[config.mk]
export PLATFORM = sky130hd
export DESIGN_NAME = my_serial_to_parallel
export DESIGN_NICKNAME = d
export VERILOG_FILES = /design/src/rtl/my_serial_to_parallel.sv
export SDC_FILE = /design/constraint.sdc
export NUM_CORES = 1
export LEC_CHECK = 0
export ABC_AREA = 1
export BUFFER_PORTS_ARGS = -buffer_cell sky130_fd_sc_hd__buf_2
export CORE_AREA = 8 8 45 47
export DETAILED_ROUTE_END_ITERATION = 8
export DIE_AREA = 0 0 53 55
export PLACE_DENSITY = 0.77
export SYNTH_ARGS = -nofsm -noshare
export SYNTH_HDL_FRONTEND = slang
export SYNTH_SLANG_ARGS = --single-unit
[constraint.sdc]
create_clock -name CLK -period 1.33 [get_ports CLK]
set_clock_uncertainty 0.05 [all_clocks]
set_input_delay 0.133 -clock CLK [delete_from_list [all_inputs] [get_ports CLK]]
set_output_delay 0.133 -clock CLK [all_outputs]
set_load 0.02 [all_outputs]
[src/rtl/my_serial_to_parallel.sv]
// LSB-first serial-to-parallel receiver with START framing, VALID/ACK
// handshake, sticky overrun flag and a one-cycle framing-error pulse.
module my_serial_to_parallel #(
  parameter int unsigned N = 4
) (
  input  logic         CLK,
  input  logic         RESET,
  input  logic         EN,
  input  logic         START,
  input  logic         SERIAL_IN,
  input  logic         ACK,
  output logic [N-1:0] DATAR,
  output logic         VALID,
  output logic         BUSY,
  output logic         OVERRUN,
  output logic         FRAME_ERR
);

  localparam int unsigned CW = $clog2(N + 1);
  localparam int unsigned SW = N - 1;

  typedef enum logic {IDLE, RECV} state_t;

  state_t          state_q, state_d;
  // Only the N-1 bits that survive into DATAR are stored; the incoming
  // bit supplies the top bit on the completing edge.
  logic [SW-1:0]   sreg_q, sreg_d;
  logic [CW-1:0]   cnt_q, cnt_d;
  logic [N-1:0]    datar_q, datar_d;
  logic            valid_q, valid_d;
  logic            overrun_q, overrun_d;
  logic            ferr_q, ferr_d;
  logic [SW-1:0]   shifted;

  always_ff @(posedge CLK) begin
    if (RESET) begin
      state_q   <= IDLE;
      sreg_q    <= '0;
      cnt_q     <= '0;
      datar_q   <= '0;
      valid_q   <= 1'b0;
      overrun_q <= 1'b0;
      ferr_q    <= 1'b0;
    end else begin
      state_q   <= state_d;
      sreg_q    <= sreg_d;
      cnt_q     <= cnt_d;
      datar_q   <= datar_d;
      valid_q   <= valid_d;
      overrun_q <= overrun_d;
      ferr_q    <= ferr_d;
    end
  end

  always_comb begin
    state_d   = state_q;
    sreg_d    = sreg_q;
    cnt_d     = cnt_q;
    datar_d   = datar_q;
    valid_d   = valid_q;
    overrun_d = overrun_q;
    ferr_d    = 1'b0;
    shifted   = (sreg_q >> 1) | (SW'(SERIAL_IN) << (SW - 1));

    if (ACK) begin
      valid_d = 1'b0;
    end

    if (EN) begin
      unique case (state_q)
        IDLE: begin
          if (START) begin
            sreg_d  = shifted;
            cnt_d   = CW'(1);
            state_d = RECV;
          end
        end
        RECV: begin
          if (START) begin
            ferr_d = 1'b1;
            sreg_d = SW'(SERIAL_IN) << (SW - 1);
            cnt_d  = CW'(1);
          end else if (cnt_q == CW'(N - 1)) begin
            datar_d = {SERIAL_IN, sreg_q};
            valid_d = 1'b1;
            if (valid_q && !ACK) begin
              overrun_d = 1'b1;
            end
            sreg_d  = shifted;
            cnt_d   = '0;
            state_d = IDLE;
          end else begin
            sreg_d = shifted;
            cnt_d  = cnt_q + CW'(1);
          end
        end
        default: state_d = IDLE;
      endcase
    end
  end

  assign DATAR     = datar_q;
  assign VALID     = valid_q;
  assign BUSY      = (state_q == RECV);
  assign OVERRUN   = overrun_q;
  assign FRAME_ERR = ferr_q;

endmodule

* Word-level counts from Yosys, hierarchy flattened
Index checks and enable logic that the tools add are counted. Widths: inputs -> output; s select.
Word-level totals: output and inout bits 8, logic and storage cells 36, input bits 6, latch bits 0, memories kept 0, bits in writable memories 0, bits in read-only memories 0, bits in registers 14
Operators by class: multiplexer cells 16, multiply operators 0, equality and inequality tests 2, magnitude comparators 0, shift operators 0, reductions and logical operators 6, $add $sub $neg 1, divide/modulo/power cells 0, bitwise operators 4
Operator list (number):
- $mux 3 | 5
- $pmux 3 s2 | 2
- $mux 1 | 8
- $reduce_and 5->1 | 1
- $reduce_and 4->1 | 1
- $add 3x1->3 const B | 1
- $eq 3x2->1 const B | 1
- $not 1->1 | 3
- $or 2x3->3 | 1
- $reduce_or 3->1 | 1
- $ne 2x2->1 const B | 1
- $pmux 1 s2 | 1
- $reduce_and 2->1 | 1
- $logic_and 1x1->1 | 1
- $logic_not 1->1 | 1

* Logic depth before layout (Yosys ltp)
depth after elaboration 5, depth in mapped cells 6, depth with buffers taken out 6

* Worst setup path before layout
OpenSTA, ideal clock, no wires.
path type register -> register, start register cnt_q[0], end register datar_q[0], in the netlist DATAR[0], path slack 0.219 ns, data arrival time 0.949 ns, data required time 1.167 ns, buffers on the path 0, cell stages (with the launch flop) 7, period minus slack after synthesis 1.111 ns, setup time 0.113 ns, path through dfxtp_1 > ha_1 > nand3_2 > nor2_4 > nand2_1 > nand2_1 > nor2_1
On the way: word-level cells in the longest chain between the ends 2
RTL lines:
- start: declaration | RTL line 28 | logic [CW-1:0] cnt_q, cnt_d;
- start signal: assignment | RTL line 47 | cnt_q <= cnt_d;
- $eq 3x2->1 | RTL line 83 | end else if (cnt_q == CW'(N - 1)) begin
- $reduce_and 4->1 (no source line)
- end signal: assignment | RTL line 48 | datar_q <= datar_d;
- end: declaration | RTL line 29 | logic [N-1:0] datar_q, datar_d;
Every way passes these cells. A chain may end at the register's enable or synchronous reset.

* Worst setup path after layout
start register cnt_q[1], end register overrun_q, in the netlist OVERRUN
On the way: word-level cells in the longest chain between the ends 2
RTL lines:
- $eq 3x2->1 | RTL line 83
- $reduce_and 5->1 (no source line)
- end signal: assignment | RTL line 50 | overrun_q <= overrun_d;
- end: declaration | RTL line 31 | logic overrun_q, overrun_d;
Every way passes these cells.

==> results.txt <==
Fin crit period = 1.256 ns
Crit Path Class = reg2reg
Static leakage = 0.3190 nW
CTS clk-pin slew, worst paths = 0.07 ns
Clk buf depth = 2
Final hold vios = 0
DRC Markers = 0
Fin. max-slew vios = 0
Buffers on Ports = 13
Syn Area/Cell = 7.557 um^2
Tightest Hold Check Type = in2reg
Post-Synthesis Cells = 76
Status = completed
Total Wirelength = 1156 um
Mapped Area = 574.3 um^2
Vias in the first global route = 467
DRT iter0 DRCs = 4
Clk root buf = clkbuf_4
Final-layout fill cell count = 153
Core area = 1384 um^2
Top-level I/O count = 14
Yosys synthesis warning count = 0
Mapped Nets = 83
Max Cap Viol = 0
Worst slew pin tran = 0.2118 ns
Die Span Y = 55 um
Via Count = 504
Cts bufs inserted = 3
Gr ovfl total = 0
Final TNS setup = 0 ns
CTS sink count = 14
Tcrit/Tclk final = 94.42%
Power density over the cells = 1039 nW/um^2
TritonCTS clock tree = done
Share of cells above drive strength 1 = 29.03%
First-pass GRT wire length = 1835 um
Slew headroom = 85.87%
CP required = 1.50 ns
Worst setup EP type = flop
Largest net degree at the start of global routing = 11
Initial antenna violation count = 0
VDD IR max = 0.0007744 V
Fin nets = 102
Sequential fraction of the synthesis area = 48.80%
Hpwl dp = 864.2 um
DRT Pass-1 Iters = 4
Hold_buf cts = 0
Final setup vio count = 0
Pwr Total = 0.0007295 W
Overall routing resource usage = 8.736%
H-tree depth = 1
Vias per inst = 4.624
Initial core utilization = 41.50%
CP Launch Type = flop
Library cells used by synthesis = 16
Antenna cell count = 0
Worst EP arrival = 1.43 ns
Post-route ant nets = 0
Clock Latency Late Sink = 0.28 ns
RePlAce Congestion = 0.7912
P&R area growth vs syn = 22.22%
Row Count = 14
Maximum clock frequency = 796.4 MHz
Synthesized flop and latch total = 14
DIE WIDTH = 53 um
Die ar. = 2915 um^2
Worst-path fanout max = 6
Wire per inst = 10.61 um
[power by group]
group / total, W / switching, W / internal (W)
logic: 0.0000602 / 0.0000382 / 0.0000219
clock network: 0.000231 / 0.000126 / 0.000105
registers: 0.000438 / 0.00000934 / 0.000429
[flip-flops by register name (all words and copies together), names as in the netlist]
signal     cells
VALID          1
sreg_q         3
FRAME_ERR      1
cnt_q          3
BUSY           1
DATAR          4
OVERRUN        1
[cell type report]
type                            instances  area (um^2)  share of cell area (%)
Multi-Input combinational cell         49        254.0                   36.19
Clock buffer                            3        22.52                   3.209
Sequential cell                        14        280.3                   39.93
Inverter                               12        45.04                   6.417
Timing Repair Buffer                   15        80.08                   11.41
Tap cell                               16        20.02                   2.852
[placed cells by master, fill, tap and decap left out, drive strengths merged]
cell type | netlist | layout
buf | 1 | 15
o21ai | 2 | 2
nand2 | 18 | 18
xor2 | 1 | 1
nor3 | 1 | 1
nand3 | 5 | 5
ha | 1 | 1
inv | 12 | 12
dfxtp | 14 | 14
a21oi | 8 | 8
nor2 | 13 | 13
clkbuf | 0 | 3
[final timing paths]
kind | startpoint | end | slack (ns) | cells after the start
worst max-delay path | cnt_q[1] | OVERRUN | 0.07 | 6
worst max register to register | cnt_q[1] | OVERRUN | 0.07 | 6
worst min register to register | OVERRUN | OVERRUN | 0.42 | 2
worst min-delay path | EN | BUSY | 0.03 | 2
[cell families after synthesis]
logic type,after synthesis,share of synthesized area [%]
buf+inv,13,9.152
xor+xnor,1,1.525
simple gates,37,28.97
fa+ha+maj,1,2.178
compound gates,10,9.368
flops,14,48.80
[cell usage after synthesis]
cell     count  area, um^2
a21oi_1      7       35.03
a21oi_2      1       8.760
buf_4        1       7.510
dfxtp_1     14       280.3
ha_1         1       12.51
inv_1       10       37.54
inv_2        2       7.510
nand2_1     15       56.30
nand2_2      3       18.77
nand3_1      4       20.02
nand3_2      1       10.01
nor2_1      12       45.04
nor2_4       1       11.26
nor3_1       1       5.000
o21ai_0      2       10.01
xor2_1       1       8.760
[worst max-delay path, cell delays in order, from the launching register on]
cell     delay, ns
dfxtp_1       0.39
ha_4          0.17
nand3_2       0.10
nor2_4        0.18
buf_4         0.16
nand2_2       0.05
a21oi_2       0.10
[timing repair]
item | in CTS | in global routing
buffers inserted | 0 | 2
setup endpoints to repair | 0 | 3
resized for setup | 0 | 4
[metal layers]
metal | up-vias | share of wire (%) | track usage (%)
li1 | 268 | - | -
met1 | 221 | 39 | 7.870
met2 | 11 | 51 | 15.23
met3 | 4 | 7.4 | 5.615
met4 | 0 | 3.2 | 3.879
met5 | - | 0 | 0
[through the flow]
stage          area, um^2  util [%]  std cells  worst slack, ns  hold WS (ns)
2_1_floorplan       574.3         -         76           0.2185        0.1726
3_3_place_gp        651.9     47.11        104           0.1588        0.3107
3_5_place_dp        651.9     47.11        104          0.08698        0.3238
4_1_cts             674.4     48.73        107          0.07719       0.01677
5_1_grt             701.9     50.72        109        -0.001401       0.04722
6_report            701.9     50.72        109          0.07427       0.03124
Power figures use the tool's default switching activity.
